**src/rtl/mc_controller_if.sv**
```systemverilog
// Control bundle between the multicycle ARM controller and its shared datapath.
// master = controller side, slave = datapath side.
interface mc_controller_if;
  logic [31:12] Instr;
  logic [3:0]   ALUFlags;
  logic         PCWrite;
  logic         AdrSrc;
  logic         MemWrite;
  logic         IRWrite;
  logic         RegWrite;
  logic [1:0]   RegSrc;
  logic [1:0]   ImmSrc;
  logic [1:0]   ALUSrcA;
  logic [1:0]   ALUSrcB;
  logic [1:0]   ResultSrc;
  logic [2:0]   ALUControl;
  logic [3:0]   State;
  logic         InstrDone;

  modport master (
    input  Instr, ALUFlags,
    output PCWrite, AdrSrc, MemWrite, IRWrite, RegWrite, RegSrc, ImmSrc,
           ALUSrcA, ALUSrcB, ResultSrc, ALUControl, State, InstrDone
  );

  modport slave (
    output Instr, ALUFlags,
    input  PCWrite, AdrSrc, MemWrite, IRWrite, RegWrite, RegSrc, ImmSrc,
           ALUSrcA, ALUSrcB, ResultSrc, ALUControl, State, InstrDone
  );
endinterface

```
**src/rtl/mc_controller.sv**
```systemverilog
// Multicycle ARM control unit: FSM with fetch/memory wait states, registered condition check.
// Optional feature: define MC_CTRL_SLT_EN to decode Funct[4:1]=1011 as SLT.
module mc_controller #(
  parameter int FETCH_WAIT = 0,
  parameter int MEM_WAIT   = 0
) (
  input logic            clk,
  input logic            reset,
  mc_controller_if.master bus
);
  localparam logic [3:0] S_FETCH  = 4'd0;
  localparam logic [3:0] S_DECODE = 4'd1;
  localparam logic [3:0] S_MEMADR = 4'd2;
  localparam logic [3:0] S_MEMRD  = 4'd3;
  localparam logic [3:0] S_MEMWB  = 4'd4;
  localparam logic [3:0] S_MEMWR  = 4'd5;
  localparam logic [3:0] S_EXECR  = 4'd6;
  localparam logic [3:0] S_EXECI  = 4'd7;
  localparam logic [3:0] S_ALUWB  = 4'd8;
  localparam logic [3:0] S_BRANCH = 4'd9;
  localparam logic [3:0] FW = 4'(FETCH_WAIT);
  localparam logic [3:0] MW = 4'(MEM_WAIT);

  logic [1:0] op;
  logic [5:0] funct;
  logic [3:0] rd, cond;
  assign op    = bus.Instr[27:26];
  assign funct = bus.Instr[25:20];
  assign rd    = bus.Instr[15:12];
  assign cond  = bus.Instr[31:28];

  logic unused_rn;
  assign unused_rn = ^bus.Instr[19:16];

  logic [3:0] state, state_nxt, cnt, cnt_lim, flags;
  logic       last, cond_ex_p0, cond_ex_p1;
  logic       adr_src, alu_op, next_pc, ir_write, regw, memw, branch, done;
  logic [1:0] src_a, src_b, res_src, flag_w;
  logic [2:0] alu_ctl;
  logic       no_write, is_arith, is_slt;

  always_comb begin
    case (state)
      S_FETCH:         cnt_lim = FW;
      S_MEMRD, S_MEMWR: cnt_lim = MW;
      default:         cnt_lim = 4'd0;
    endcase
  end
  assign last = (cnt == cnt_lim);

  always_comb begin
    state_nxt = state;
    case (state)
      S_FETCH:  if (last) state_nxt = S_DECODE;
      S_DECODE: begin
        case (op)
          2'b01:   state_nxt = S_MEMADR;
          2'b00:   state_nxt = funct[5] ? S_EXECI : S_EXECR;
          2'b10:   state_nxt = S_BRANCH;
          default: state_nxt = S_FETCH;
        endcase
      end
      S_MEMADR: state_nxt = funct[0] ? S_MEMRD : S_MEMWR;
      S_MEMRD:  if (last) state_nxt = S_MEMWB;
      S_MEMWR:  if (last) state_nxt = S_FETCH;
      S_EXECR, S_EXECI: state_nxt = S_ALUWB;
      default:  state_nxt = S_FETCH;
    endcase
  end

  // Condition evaluation against the architectural flags {N,Z,C,V}
  always_comb begin
    case (cond)
      4'b0000: cond_ex_p0 = flags[2];
      4'b0001: cond_ex_p0 = ~flags[2];
      4'b0010: cond_ex_p0 = flags[1];
      4'b0011: cond_ex_p0 = ~flags[1];
      4'b0100: cond_ex_p0 = flags[3];
      4'b0101: cond_ex_p0 = ~flags[3];
      4'b0110: cond_ex_p0 = flags[0];
      4'b0111: cond_ex_p0 = ~flags[0];
      4'b1000: cond_ex_p0 = flags[1] & ~flags[2];
      4'b1001: cond_ex_p0 = ~flags[1] | flags[2];
      4'b1010: cond_ex_p0 = (flags[3] == flags[0]);
      4'b1011: cond_ex_p0 = (flags[3] != flags[0]);
      4'b1100: cond_ex_p0 = ~flags[2] & (flags[3] == flags[0]);
      4'b1101: cond_ex_p0 = flags[2] | (flags[3] != flags[0]);
      4'b1110: cond_ex_p0 = 1'b1;
      default: cond_ex_p0 = 1'b0;
    endcase
  end

  // Data-processing decode; NoWrite must stay valid through ALUWB, so it is not gated by ALUOp
  always_comb begin
    alu_ctl  = 3'b000;
    no_write = 1'b0;
    is_arith = 1'b0;
    is_slt   = 1'b0;
    if (op == 2'b00) begin
      case (funct[4:1])
        4'b0100: is_arith = 1'b1;
        4'b0010: begin alu_ctl = 3'b001; is_arith = 1'b1; end
        4'b0000: alu_ctl = 3'b010;
        4'b1100: alu_ctl = 3'b011;
        4'b1010: begin alu_ctl = 3'b001; is_arith = 1'b1; no_write = 1'b1; end
        4'b1011: begin
          is_slt = 1'b1;
`ifdef MC_CTRL_SLT_EN
          alu_ctl = 3'b100;
`else
          no_write = 1'b1;
`endif
        end
        default: no_write = 1'b1;
      endcase
    end
  end
  assign flag_w[1] = alu_op & funct[0] & ~is_slt;
  assign flag_w[0] = alu_op & funct[0] & is_arith;

  always_comb begin
    adr_src  = 1'b0;
    src_a    = 2'b00;
    src_b    = 2'b00;
    res_src  = 2'b00;
    alu_op   = 1'b0;
    next_pc  = 1'b0;
    ir_write = 1'b0;
    regw     = 1'b0;
    memw     = 1'b0;
    branch   = 1'b0;
    done     = 1'b0;
    case (state)
      S_FETCH:  begin src_a = 2'b01; src_b = 2'b10; res_src = 2'b10;
                      ir_write = last; next_pc = last; end
      S_DECODE: begin src_a = 2'b01; src_b = 2'b10; res_src = 2'b10;
                      done = (op == 2'b11); end
      S_MEMADR: src_b = 2'b01;
      S_MEMRD:  adr_src = 1'b1;
      S_MEMWB:  begin res_src = 2'b01; regw = 1'b1; done = 1'b1; end
      S_MEMWR:  begin adr_src = 1'b1; memw = last; done = last; end
      S_EXECR:  alu_op = 1'b1;
      S_EXECI:  begin src_b = 2'b01; alu_op = 1'b1; end
      S_ALUWB:  begin regw = 1'b1; done = 1'b1; end
      S_BRANCH: begin src_a = 2'b10; src_b = 2'b01; res_src = 2'b10;
                      branch = 1'b1; done = 1'b1; end
      default:  ;
    endcase
  end

  // State, wait counter, flags and registered condition
  always_ff @(posedge clk or posedge reset) begin
    if (reset) begin
      state      <= S_FETCH;
      cnt        <= 4'd0;
      flags      <= 4'd0;
      cond_ex_p1 <= 1'b0;
    end else begin
      state      <= state_nxt;
      cond_ex_p1 <= cond_ex_p0;
      if (state_nxt != state) cnt <= 4'd0;
      else if (!last)         cnt <= cnt + 4'd1;
      if (cond_ex_p0) begin
        if (flag_w[1]) flags[3:2] <= bus.ALUFlags[3:2];
        if (flag_w[0]) flags[1:0] <= bus.ALUFlags[1:0];
      end
    end
  end

  logic rd_pc;
  assign rd_pc = (rd == 4'hF);

  assign bus.PCWrite    = ~reset & (next_pc |
                          ((branch | (regw & rd_pc & ~no_write)) & cond_ex_p1));
  assign bus.RegWrite   = ~reset & regw & cond_ex_p1 & ~no_write & ~rd_pc;
  assign bus.MemWrite   = ~reset & memw & cond_ex_p1;
  assign bus.IRWrite    = ~reset & ir_write;
  assign bus.InstrDone  = ~reset & done;
  assign bus.AdrSrc     = adr_src;
  assign bus.RegSrc     = {op == 2'b01, op == 2'b10};
  assign bus.ImmSrc     = op;
  assign bus.ALUSrcA    = src_a;
  assign bus.ALUSrcB    = src_b;
  assign bus.ResultSrc  = res_src;
  assign bus.ALUControl = alu_op ? alu_ctl : 3'b000;
  assign bus.State      = state;
endmodule
```
**src/flat_wrapper.sv**
```systemverilog
// flat-port wrapper written by rule: the top's interface ports become plain ports
module mc_controller_flat 
#(
  parameter int FETCH_WAIT = 0,
  parameter int MEM_WAIT   = 0
)
  (clk, reset, bus_Instr, bus_ALUFlags, bus_PCWrite, bus_AdrSrc, bus_MemWrite, bus_IRWrite, bus_RegWrite, bus_RegSrc, bus_ImmSrc, bus_ALUSrcA, bus_ALUSrcB, bus_ResultSrc, bus_ALUControl, bus_State, bus_InstrDone);
  mc_controller_if bus_i ();
  input logic clk;
  input logic reset;
  input wire logic [$bits(bus_i.Instr)-1:0] bus_Instr;
  input wire logic [$bits(bus_i.ALUFlags)-1:0] bus_ALUFlags;
  output wire logic [$bits(bus_i.PCWrite)-1:0] bus_PCWrite;
  output wire logic [$bits(bus_i.AdrSrc)-1:0] bus_AdrSrc;
  output wire logic [$bits(bus_i.MemWrite)-1:0] bus_MemWrite;
  output wire logic [$bits(bus_i.IRWrite)-1:0] bus_IRWrite;
  output wire logic [$bits(bus_i.RegWrite)-1:0] bus_RegWrite;
  output wire logic [$bits(bus_i.RegSrc)-1:0] bus_RegSrc;
  output wire logic [$bits(bus_i.ImmSrc)-1:0] bus_ImmSrc;
  output wire logic [$bits(bus_i.ALUSrcA)-1:0] bus_ALUSrcA;
  output wire logic [$bits(bus_i.ALUSrcB)-1:0] bus_ALUSrcB;
  output wire logic [$bits(bus_i.ResultSrc)-1:0] bus_ResultSrc;
  output wire logic [$bits(bus_i.ALUControl)-1:0] bus_ALUControl;
  output wire logic [$bits(bus_i.State)-1:0] bus_State;
  output wire logic [$bits(bus_i.InstrDone)-1:0] bus_InstrDone;
  assign bus_i.Instr = bus_Instr;
  assign bus_i.ALUFlags = bus_ALUFlags;
  assign bus_PCWrite = bus_i.PCWrite;
  assign bus_AdrSrc = bus_i.AdrSrc;
  assign bus_MemWrite = bus_i.MemWrite;
  assign bus_IRWrite = bus_i.IRWrite;
  assign bus_RegWrite = bus_i.RegWrite;
  assign bus_RegSrc = bus_i.RegSrc;
  assign bus_ImmSrc = bus_i.ImmSrc;
  assign bus_ALUSrcA = bus_i.ALUSrcA;
  assign bus_ALUSrcB = bus_i.ALUSrcB;
  assign bus_ResultSrc = bus_i.ResultSrc;
  assign bus_ALUControl = bus_i.ALUControl;
  assign bus_State = bus_i.State;
  assign bus_InstrDone = bus_i.InstrDone;
  mc_controller #(.FETCH_WAIT(FETCH_WAIT), .MEM_WAIT(MEM_WAIT)) u_core (.clk(clk), .reset(reset), .bus(bus_i));
endmodule
```
**config.mk**
```make
export PLATFORM = sky130hd
export DESIGN_NAME = mc_controller_flat
export DESIGN_NICKNAME = d
export VERILOG_FILES = /design/src/rtl/mc_controller_if.sv /design/src/rtl/mc_controller.sv /design/src/flat_wrapper.sv
export SDC_FILE = /design/constraint.sdc
export NUM_CORES = 1
export LEC_CHECK = 0
export CORE_ASPECT_RATIO = 0.75
export CORE_MARGIN = 2
export CORE_UTILIZATION = 43
export CTS_CLUSTER_SIZE = 24
export DETAILED_ROUTE_END_ITERATION = 10
export PLACE_DENSITY = 0.81
export SYNTH_ARGS = -nofsm -noshare
export SYNTH_HDL_FRONTEND = slang
export SYNTH_SLANG_ARGS = --single-unit
```
**constraint.sdc**
```tcl
create_clock -name clk -period 2.7 [get_ports clk]
set_clock_uncertainty 0.1 [all_clocks]
set_input_delay 0.54 -clock clk [delete_from_list [all_inputs] [get_ports clk]]
set_output_delay 0.54 -clock clk [all_outputs]
set_load 0.05 [all_outputs]
```
# Word level (Yosys, flattened, before mapping)
# Cells that the tools add are included.
[totals]
regBits = 13
out_inout_bits = 23
inputBits = 26
[classes]
n_eq_ne = 36
bitwise = 29
muxes = 29
n_reduce_logical = 17
addsub = 1
[op_table]
columns = ["operator", "count"]
rows = [
  ["4-bit == test, second input constant", 13],
  ["4-bit by 3-bit == test with 1-bit output, second input constant", 9],
  ["4-bit case mux with 6 select lines", 1],
  ["4-bit by 2-bit == test with 1-bit output, second input constant", 5],
  ["4-bit two-way mux", 5],
  ["1-bit bitwise AND", 17],
  ["4-bit zero test", 4],
  ["1-bit case mux with 15 select lines", 1],
  ["1-bit two-way mux", 13],
  ["2-bit case mux with 2 select lines", 3],
  ["4-bit case mux with 3 select lines", 1],
  ["3-bit OR reduction", 4],
  ["2-bit OR reduction", 5],
  ["3-bit two-way mux", 3],
  ["4-bit by 1-bit == test with 1-bit output, second input constant", 2],
  ["1-bit inverter", 8],
  ["2-bit case mux with 3 select lines", 1],
  ["4-bit by 1-bit adder with 4-bit output, second input constant", 1],
  ["2-bit == test, second input constant", 2],
  ["4-bit != test", 1],
  ["1-bit bitwise OR", 4],
  ["2-bit AND reduction", 2],
  ["4-bit OR reduction", 1],
  ["1-bit case mux with 3 select lines", 1],
  ["other kinds (5)", 5],
]

# Longest topological paths before layout
[logic_depth]
depth_word = 10
depth_mapped = 8

# Least setup slack after synthesis
# Ideal clock, no wire load.
[synth_path]
path_type = "reg-to-output"
from = "register u_core.state[1], in the netlist u_core.bus.State[1]"
to = "output port bus_PCWrite"
path_stages_with_launch = 5
n_path_buf = 1
slack_ps = -876
required_time_ps = 2060
arrival_time_ps = 2936
cell_sequence = "dfrtp_1 clkbuf_1 or4_1 nor3_1 nand2b_1"
[synth_between]
elab_chain_len = 9
word_cells_on_any_way = 14
cone_classes = "eq/ne: 3; mux: 3; bitwise: 6; reduce/logical: 2"
[synth_lines]
columns = ["element", "line", "text"]
rows = [
  ["start: declaration", "mc_controller.sv:35", "logic [3:0] state, state_nxt, cnt, cnt_lim, flags;"],
  ["start signal: assignment", "mc_controller.sv:159", "state <= state_nxt;"],
  ["4-bit == test or 4-bit by 3-bit == test with 1-bit output (tied branches)", "mc_controller.sv:133", "case (state)"],
  ["2-bit OR reduction (no line)", "-", ""],
  ["1-bit two-way mux", "mc_controller.sv:133", ""],
  ["1-bit bitwise AND (2 in a row)", "mc_controller.sv:174", "((branch | (regw & rd_pc & ~no_write)) & cond_ex_p1));"],
  ["1-bit bitwise OR", "mc_controller.sv:174", ""],
  ["1-bit bitwise AND", "mc_controller.sv:174", ""],
  ["1-bit bitwise OR (*)", "mc_controller.sv:173", "assign bus.PCWrite = ~reset & (next_pc |"],
  ["1-bit bitwise AND (*)", "mc_controller.sv:173", ""],
  ["end: declaration", "flat_wrapper.sv:13", "output wire logic [$bits(bus_i.PCWrite)-1:0] bus_PCWrite;"],
]
# Mark *: on every way between the ends. The rest lies on a longest branch, timed or not.

# Final worst setup path
# Same ends and word-level chain as after synthesis.

==> run metrics <==
status completed; met2 global-route usage 41.4%; Setup CP Type register to primary output; CP bufs+invs 1; Row Count 16; Power Density 939 nW/um^2; DP Cell Count 237; routability cong. between 0.7 and 0.8; largest net degree at the start of global routing 15; CTS H-tree lvls 1; sequential share of the synthesized area 27.3%; RSZ-0062 raised after global routing false; DR vias roughly 1.3k; Hold Crit Start u_core.flags[0]$_DFFE_PP0P_; vias in the first global route around 1.4k; Peak VDD IR 1.05 mV; DRT Pass-1 Iters 4; Detailed Place HPWL 2790 um; static leakage slightly above 0.8 nW; worst reg2reg path depth 6; Tot Pwr 1.86 mW; CTS tree built; Initial Utilization 45.4%; multi-input logic area ~870 sq um; max_cap viols 0; share of cells above drive strength 1 29.3%; Die Y 49.6 um; clock sinks 13; Clk pin slew, worst setup/hold paths 0.06 ns; initial antenna violation count 0; Clk Latency, worst-skew pair roughly 0.24 ns; gr busiest metal met2; min-delay worst type register to register; drc violations 0; Seq pwr share 18.4%; Top FF cell, synth dfrtp_1; wire length of the first global-routing pass about 6000 um; ys async rst share 100%; synthesized net count 180; total CTS buffers 3; fin crit share 96.5%; clk buf depth 2; Int Power 890 uW; hold path depth 1; routed len/inst 14.3 um; capturing point of the worst reg2reg path u_core.flags[1]$_DFFE_PP0P_; fmax ~0.38 GHz; max_slew headroom 64.0%; First DRT Iteration DRCs 50; CP endpoint kind primary output; Worst Path Arrival 1.97 ns; Netlist cell types 50; Tmin final 2.61 ns; Crit Reg-Reg Startpoint u_core.flags[3]$_DFFE_PP0P_; crit path max fanout 13; diodes inserted 0; CTS Root Cell clkbuf_8; total track usage 23.5%; Final Routed Wirelength 3460 um; clock power share 9.2%; CTS Hold Bufs 0; post-synthesis cell count 152; register area 327 sq um; vias per cell 5.56; GR Util met1 28.2%; crit-path cells or4_1 > nor3_4 > nand2b_1 > buf_12; Layout Nets 234; port bufs 43; post-CTS setup buffer count 0; slowest cell on the critical path or4_1; Final Non-Filler Cells roughly 240; synthesized area 1190 sq um; Final Hold Vio Count 0; number of fillers in the final layout 184; Post-synth EDFFs 0; delay-heaviest family, CP simple AND/OR/NAND/NOR gates; switching portion of total power 52.3%; DRT antenna net count 0; total congestion overflow 0; Die X-Extent roughly 65 um; M3 GR Usage 3.20%; r2r setup slk 0.29 ns; # setup viols final 0; Yosys reg bits 13; syn avg cell area 7.83 sq um; P_sw about 970 uW; Gate power share 72.4%; Worst Path Required between 2 and 2.5 ns; hold endpoint u_core.flags[0]$_DFFE_PP0P_; die area 3210 sq um; startpoint types register; CORE AREA 2620 sq um; Yosys warnings 0; Max Slew Vio Count 0; actual slew at the worst max-slew pin about 0.54 ns; Area Overhead vs Synth 66.9%; I/O Pins 49; Largest stage delay, worst path 0.63 ns
[layout make-up]
| class | instances | share of cell area, % |
|---|---|---|
| inverter | 6 | 1.13 |
| multi-input combinational | 122 | 43.6 |
| sequential | 13 | 16.4 |
| timing repair buffer | 60 | 34.3 |
| tap | 36 | 2.27 |
| clock buffer | 4 | 2.27 |
[flip-flops by register name, summed over array words and instances (netlist names)]
register	count
u_core.bus.State	4
u_core.cnt	4
u_core.cond_ex_p1	1
u_core.flags	4
[worst max-delay path by stage]
stage                                   from                     endpoint  slack [ns]  cells after the start
6_report       u_core.bus.State[1]$_DFF_PP0_                  bus_PCWrite        0.09                      4
5_1_grt                        bus_Instr[11]                  bus_PCWrite       0.006                      8
4_1_cts                        bus_Instr[11]                  bus_PCWrite        0.02                      8
3_5_place_dp                   bus_Instr[16]  u_core.flags[1]$_DFFE_PP0P_       -0.16                      7
3_3_place_gp                   bus_Instr[16]  u_core.flags[1]$_DFFE_PP0P_       -0.11                      7
2_1_floorplan  u_core.bus.State[3]$_DFF_PP0_                  bus_PCWrite       -0.26                      4
[kinds of logic after synthesis]
kind of cell | Yosys count | synth area share [%]
fa+ha+maj | 2 | 2.10
xor+xnor | 8 | 5.89
buf+inv | 17 | 6.41
compound gates | 32 | 18.6
mux | 6 | 5.99
other cells | 1 | 0.315
flops | 13 | 27.3
simple gates | 73 | 33.3
[cells in the final DEF, fill, tap and decap left out, drive strengths merged, types with 2 or more instances in the layout]
cell	count
a211oi	2
a21boi	2
a21oi	7
buf	33
clkbuf	4
clkdlybuf4s50	27
dfrtp	13
ha	2
inv	6
mux2	6
nand2	7
nand2b	8
nand3	3
nor2	22
nor2b	6
nor3	11
o211ai	2
o21ai	6
o22ai	2
or3	2
xnor2	6
xor2	2
[layer usage]
| layer | share of wire, % | vias up |
|---|---|---|
| li1 | - | 648 |
| met1 | 41 | 628 |
| met2 | 51 | 54 |
| met3 | 5.6 | 9 |
| met4 | 1.8 | 0 |
| met5 | 0 | - |
[cell usage after synthesis, types with 2 or more instances]
library cell | n | area, sq um
or3_1 | 2 | 12.5
nor2_1 | 22 | 82.6
xnor2_1 | 6 | 52.6
mux2_2 | 3 | 33.8
nor2b_1 | 6 | 37.5
nand2_1 | 7 | 26.3
o21ai_0 | 6 | 30.0
a21boi_0 | 2 | 15.0
mux2_1 | 2 | 22.5
a211oi_1 | 2 | 15.0
buf_4 | 3 | 22.5
clkbuf_1 | 7 | 26.3
nor3_1 | 11 | 55.1
o211ai_1 | 2 | 15.0
a21oi_1 | 7 | 35.0
nand2b_1 | 8 | 50.1
nand3_1 | 3 | 15.0
o22ai_1 | 2 | 12.5
ha_1 | 2 | 25.0
inv_1 | 6 | 22.5
dfrtp_1 | 13 | 325
xor2_1 | 2 | 17.5
[what timing repair did]
| action | 4_1_cts | 5_1_grt |
|---|---|---|
| endpoints found under the setup margin | 1 | 5 |
| endpoints found under the hold margin | 0 | 0 |
| pin swaps | 0 | 1 |
| gates resized for setup | 1 | 7 |
[power by group through the flow]
stage / clock [mW] / sequential (mW) / combinational (mW)
global route: 0.187 / 0.355 / 1.43
global placement: 0 / 0.337 / 1.32
floorplan: 0 / 0.373 / 0.830
detailed placement: 0 / 0.341 / 1.34
finish: 0.172 / 0.343 / 1.35
CTS: 0.174 / 0.339 / 1.35
[stage by stage]
step / setup slack [ns] / utilization, % / hold slack (ns) / setup TNS, ns / instance area [sq um]
detailed placement: -0.160 / 73.3 / 0.444 / -0.597 / 1920
floorplan: -0.256 / - / 0.325 / -0.509 / 1250
CTS: 0.0240 / 75.1 / 0.455 / 0 / 1970
finish: 0.0948 / 75.7 / 0.450 / 0 / 1990
global placement: -0.115 / 73.3 / 0.448 / -0.429 / 1920
global route: 0.00614 / 75.7 / 0.480 / 0 / 1990
Power figures use the tool's default switching activity.
